[src/rtl/reduce_delay_line_if.sv]
// reduce_delay_line_if
//   Bundles the data/control inputs and the status outputs of
//   reduce_delay_line. The master modport drives the inputs, and the slave
//   modport is the view used by the delay line itself.
//   Signals:
//     en     advance enable (pipeline, fill, edge history and counter)
//     mode   reduce operator: 00 AND, 01 OR, 10 XOR, 11 majority
//     tap    output stage select, clamped to DEPTH-1
//     din    input word
//     clr    synchronous clear of the edge counter
//     dout   tapped pipeline stage
//     valid  tapped stage holds data loaded since reset
//     rise   rising edge on dout this cycle
//     count  saturating count of accepted rises
interface reduce_delay_line_if #(
  parameter int WIDTH = 8,
  parameter int DEPTH = 8,
  parameter int CNT_W = 8
);
  localparam int TAP_W = $clog2(DEPTH);

  logic             en;
  logic [1:0]       mode;
  logic [TAP_W-1:0] tap;
  logic [WIDTH-1:0] din;
  logic             clr;
  logic             dout;
  logic             valid;
  logic             rise;
  logic [CNT_W-1:0] count;

  modport master (
    output en, mode, tap, din, clr,
    input  dout, valid, rise, count
  );

  modport slave (
    input  en, mode, tap, din, clr,
    output dout, valid, rise, count
  );
endinterface

[src/rtl/reduce_delay_line.sv]
// reduce_delay_line
//   Reduces a WIDTH-bit word to one bit (AND / OR / XOR / majority) and
//   pushes the result through a DEPTH-stage shift pipeline. The output comes
//   from a run-time tap. The block also tracks pipeline fill, flags rising
//   edges on the tapped output, and counts those edges in a saturating
//   counter. Everything advances only when en is high.
//   Ports:
//     clk    clock, all state updates on the rising edge
//     rst_n  synchronous active-low reset
//     bus    reduce_delay_line_if slave view (en, mode, tap, din, clr ->
//            dout, valid, rise, count)
module reduce_delay_line #(
  parameter int WIDTH = 8,
  parameter int DEPTH = 8,
  parameter int CNT_W = 8
) (
  input  logic                 clk,
  input  logic                 rst_n,
  reduce_delay_line_if.slave   bus
);

  localparam int TAP_W = $clog2(DEPTH);
  // The extra bit lets fill hold the value DEPTH, which can equal 2^TAP_W.
  localparam int FILL_W = TAP_W + 1;
  localparam int POP_W = $clog2(WIDTH + 1);

  localparam logic [TAP_W-1:0]  TAP_MAX  = TAP_W'(DEPTH - 1);
  localparam logic [FILL_W-1:0] FILL_MAX = FILL_W'(DEPTH);
  localparam logic [POP_W-1:0]  MAJ_THR  = POP_W'(WIDTH / 2);
  localparam logic [CNT_W-1:0]  CNT_MAX  = '1;

  logic [DEPTH-1:0]  stage_q, stage_d;
  logic [FILL_W-1:0] fill_q, fill_d;
  logic              prev_q, prev_d;
  logic [CNT_W-1:0]  count_q, count_d;

  logic [POP_W-1:0]  ones;
  logic              red;
  logic [TAP_W-1:0]  tap_eff;
  logic              dout;
  logic              valid;
  logic              rise;

  // Reduce the input word. For even WIDTH, a tie in the majority vote gives 0.
  always_comb begin
    ones = '0;
    for (int i = 0; i < WIDTH; i++) begin
      ones = ones + POP_W'(bus.din[i]);
    end
    case (bus.mode)
      2'b00:   red = &bus.din;
      2'b01:   red = |bus.din;
      2'b10:   red = ^bus.din;
      default: red = (ones > MAJ_THR);
    endcase
  end

  // Taps past the last stage can only occur when DEPTH is not a power of two.
  always_comb begin
    tap_eff = bus.tap;
    if (bus.tap > TAP_MAX) begin
      tap_eff = TAP_MAX;
    end
  end

  assign dout  = stage_q[tap_eff];
  assign valid = (fill_q > {1'b0, tap_eff});
  assign rise  = valid & dout & ~prev_q;

  always_comb begin
    stage_d = stage_q;
    fill_d  = fill_q;
    prev_d  = prev_q;
    if (bus.en) begin
      stage_d = {stage_q[DEPTH-2:0], red};
      prev_d  = dout;
      if (fill_q != FILL_MAX) begin
        fill_d = fill_q + FILL_W'(1);
      end
    end
  end

  // A clear wins over a coincident rise, so that rise is dropped.
  always_comb begin
    count_d = count_q;
    if (bus.clr) begin
      count_d = '0;
    end else if (bus.en && rise && (count_q != CNT_MAX)) begin
      count_d = count_q + CNT_W'(1);
    end
  end

  always_ff @(posedge clk) begin
    if (!rst_n) begin
      stage_q <= '0;
      fill_q  <= '0;
      prev_q  <= 1'b0;
      count_q <= '0;
    end else begin
      stage_q <= stage_d;
      fill_q  <= fill_d;
      prev_q  <= prev_d;
      count_q <= count_d;
    end
  end

  assign bus.dout  = dout;
  assign bus.valid = valid;
  assign bus.rise  = rise;
  assign bus.count = count_q;

endmodule

[src/flat_wrapper.sv]
// flat-port wrapper written by rule: the top's interface ports become plain ports
module reduce_delay_line_flat 
#(
  parameter int WIDTH = 8,
  parameter int DEPTH = 8,
  parameter int CNT_W = 8
)
  (clk, rst_n, bus_en, bus_mode, bus_tap, bus_din, bus_clr, bus_dout, bus_valid, bus_rise, bus_count);
  reduce_delay_line_if #(.WIDTH(WIDTH), .DEPTH(DEPTH), .CNT_W(CNT_W)) bus_i ();
  input  logic clk;
  input  logic rst_n;
  input wire logic [$bits(bus_i.en)-1:0] bus_en;
  input wire logic [$bits(bus_i.mode)-1:0] bus_mode;
  input wire logic [$bits(bus_i.tap)-1:0] bus_tap;
  input wire logic [$bits(bus_i.din)-1:0] bus_din;
  input wire logic [$bits(bus_i.clr)-1:0] bus_clr;
  output wire logic [$bits(bus_i.dout)-1:0] bus_dout;
  output wire logic [$bits(bus_i.valid)-1:0] bus_valid;
  output wire logic [$bits(bus_i.rise)-1:0] bus_rise;
  output wire logic [$bits(bus_i.count)-1:0] bus_count;
  assign bus_i.en = bus_en;
  assign bus_i.mode = bus_mode;
  assign bus_i.tap = bus_tap;
  assign bus_i.din = bus_din;
  assign bus_i.clr = bus_clr;
  assign bus_dout = bus_i.dout;
  assign bus_valid = bus_i.valid;
  assign bus_rise = bus_i.rise;
  assign bus_count = bus_i.count;
  reduce_delay_line #(.WIDTH(WIDTH), .DEPTH(DEPTH), .CNT_W(CNT_W)) u_core (.clk(clk), .rst_n(rst_n), .bus(bus_i));
endmodule
[config.mk]
export PLATFORM = sky130hd
export DESIGN_NAME = reduce_delay_line_flat
export DESIGN_NICKNAME = d
export VERILOG_FILES = /design/src/rtl/reduce_delay_line_if.sv /design/src/rtl/reduce_delay_line.sv /design/src/flat_wrapper.sv
export SDC_FILE = /design/constraint.sdc
export NUM_CORES = 1
export LEC_CHECK = 0
export ABC_AREA = 1
export CORE_AREA = 3 3 66 68
export DETAILED_ROUTE_END_ITERATION = 16
export DIE_AREA = 0 0 69 71
export PLACE_DENSITY = 0.68
export RECOVER_POWER = 50
export SLEW_MARGIN = 20
export SYNTH_ARGS = -nofsm -noshare
export SYNTH_HDL_FRONTEND = slang
export SYNTH_SLANG_ARGS = --single-unit
[constraint.sdc]
create_clock -name clk -period 3.8 [get_ports clk]
set_input_delay 0.57 -clock clk [delete_from_list [all_inputs] [get_ports clk]]
set_output_delay 0.57 -clock clk [all_outputs]
set_load 0.01 [all_outputs]
==> impl_results.md <==
* Status: complete, no violations
* Post-synthesis cell area at 1490 um^2
* Final Hold Viols at 0
* Finished Layout Cells at 283
* Family with the most delay on the worst path: adder cells
* Post-synthesis net count at 240
* Min-Delay Path Class: reg2reg
* Post-Route WL at 3.08 mm
* PD cells at 285 nW/um^2
* Worst Setup End Kind: register
* Crit path arrival time at 3.77 ns
* FF+latch count, synth at 21
* Worst path buffer plus inverter count at 5
* Switching power at 0.165 mW
* Crit path launch type: input pin
* Top post-synthesis cells by area: dfxtp_1, ha_1, inv_1
* Leak pwr at 0.876 nW
* Maxcap violations at 0
* Final Setup Violations at 0
* First-pass GRT wire length at 5.13 mm
* Most used cell, CP: inv_1
* Initial Util at 0.381
* Via/cell ratio at 4.80
* Hold buffers post-CTS at 0
* Slew @ Worst Pin at 0.408 ns
* Fin. max-slew vios at 0
* Slowest CP cell: fa_1
* Slew margin rel. at 0.728
* Number of setup buffers added after CTS at 0
* Port Buf Inserts at 27
* Critical path type: in2reg
* R2r setup slk at 2.22 ns
* Synth cell types at 27
* WHS at 0.496 ns
* Syn_area_per_cell at 7.35 um^2
* Crit path max fanout at 2
* Die area at 4900 um^2
* TritonCTS clock tree: done
* Pin count of the biggest net entering global routing at 13
* Drt wl/cell at 10.9 um
* EDFF count, synth at 0
* Site row count at 23
* Final RePlAce weighted congestion at 0.820
* H-tree level count at 1
* Post-Synthesis Cells at 203
* Slowest cell delay on critical path at 0.50 ns
* Clock skew at 0.00742 ns
* Sequential area share after synthesis at 0.282
* Antenna diode count at 0
* Antenna-violating nets left at 0
* FFs w/ async S/R, synth at 0
* NumNets Final at 271
* Die Ht at 71 um
* Initial DRT Pass Iterations at 4
* Overall die width at 69 um
* Total GRT Usage at 0.125
* Clk pwr share at 0.282
* Final min period at 3.60 ns
* Fmax at 277 MHz
* Sequential share of power at 0.440
* Ys flop type: dfxtp_1
* Final worst setup slack at 0.195 ns
* Cells after DPL at 279
* Cts bufs inserted at 3
* Internal power at 0.369 mW
* VDD IR-drop max at 0.111 mV
* Cell taking the most area after synthesis: dfxtp_1
* Final period utilization at 0.949
* Share of cells above drive strength 1 at 0.0773
* Initial antenna violation count at 0
* CTS Sinks at 21
* Clk Latency, worst-skew pair at 0.27 ns
* CTS clk-pin slew, worst paths at 0.07 ns
* Ports at 28
* Cell Chain, Critical Path: clkdlybuf4s50_1 -> inv_1 -> ha_1 -> inv_1 -> fa_1 -> fa_1 -> inv_1 -> fa_2 -> fa_2 -> or2_1 -> o21ai_1 -> a21oi_1 -> o21ai_1 -> nand3_1 -> nand2_1 -> inv_1
* Sw Ratio at 0.308
* CP Data Required Time at 3.97 ns
* Maximum buffer depth of the clock tree at 2
* Vias at 1358
* Yosys top cell area share at 0.282
* Place WS at -0.175 ns
* DRT iter0 DRCs at 86
* Dpl hpwl at 2.40 mm
* Combinational share of power at 0.278
* DRC Markers at 0
* Vias in the first global route at 1254
* Ys Warns at 0
* Core ar. at 3910 um^2
* Syn-to-layout area delta at 25.7%
* Root Buffer Master: clkbuf_8
* RSZ-0062 raised after global routing: no
* Total gr overflow at 0
* Synth top cells by count: inv_1, nand2_1, nor2_1
kinds of logic after synthesis:
logic type / Yosys count / synth area share
AOI/OAI and AO/OA: 29 / 0.101
xor gates and xnor gates: 9 / 0.0529
adders and majority gates: 20 / 0.188
DFF: 21 / 0.282
and+or+nand+nor: 89 / 0.288
buffers and inverters: 35 / 0.0889
layout by cell type, fill, tap and decap left out, types with 3 or more instances in the layout:
master / count
xnor2_1: 3
o21ai_0: 8
o21ai_1: 5
dfxtp_1: 21
ha_1: 16
dlygate4sd3_1: 6
xor2_1: 6
a21oi_1: 14
nor2_1: 25
nand3_1: 20
clkdlybuf4s50_1: 21
clkbuf_8: 3
nand2_1: 30
inv_1: 32
nand2_2: 3
final timing paths:
kind                                        start                  end  depth (start not counted)
worst max-delay path                   bus_din[0]    u_core.stage_q[0]                         16
worst min-delay path            u_core.stage_q[0]    u_core.stage_q[1]                          2
worst min register to register  u_core.stage_q[0]    u_core.stage_q[1]                          2
worst max register to register   u_core.fill_q[1]  u_core.bus.count[1]                         10
worst register-to-register path, stage by stage, from the launching register on:
cell	delay, ns
dfxtp_1	0.36
ha_1	0.31
nand2_1	0.05
nand2_1	0.05
nand2_1	0.05
nand2_2	0.06
nand3_2	0.09
nor2_4	0.23
nand2_4	0.12
nand2_1	0.08
a21oi_1	0.05
state kept, by name, summed over array words and instances (netlist names):
| name | count |
|---|---|
| u_core.fill_q | 4 |
| u_core.stage_q | 8 |
| u_core.bus.count | 8 |
| u_core.prev_q | 1 |
metal layers:
metal  vias up  track usage  wire, um
li1        710            -         -
met1       608        0.147      1410
met2        35        0.224      1470
met3         5       0.0185       142
met4         0       0.0586        61
met5         -            0         0
power by group through the flow:
stage	clock [mW]	combinational (mW)	sequential [mW]
after floorplan	0	0.0971	0.239
after global placement	0	0.141	0.240
after detailed placement	0	0.147	0.240
after CTS	0.155	0.148	0.235
after global routing	0.161	0.167	0.236
final	0.150	0.148	0.235
per-stage QoR:
step | cell area (um^2) | util | setup TNS, ns | total power, mW
after floorplan | 1490 | - | 0 | 0.336
after global placement | 1820 | 0.466 | -0.0965 | 0.381
after detailed placement | 1820 | 0.466 | -0.175 | 0.387
after CTS | 1870 | 0.478 | 0 | 0.539
after global routing | 1870 | 0.479 | 0 | 0.564
final | 1870 | 0.479 | 0 | 0.534
layout make-up:
type	instances	area [um^2]
clock inverters	1	5.00
repair buffers	28	278
inverters	33	124
well taps	50	62.6
clock buffers	3	41.3
flip-flops and latches	21	420
multi-input cells	147	943
fillers	402	2040
what timing repair did:
item,CTS,global route
hold endpoints to repair,0,0
setup endpoints to repair,0,1
gates resized for setup,0,2
(Power assumes the default switching activity.)
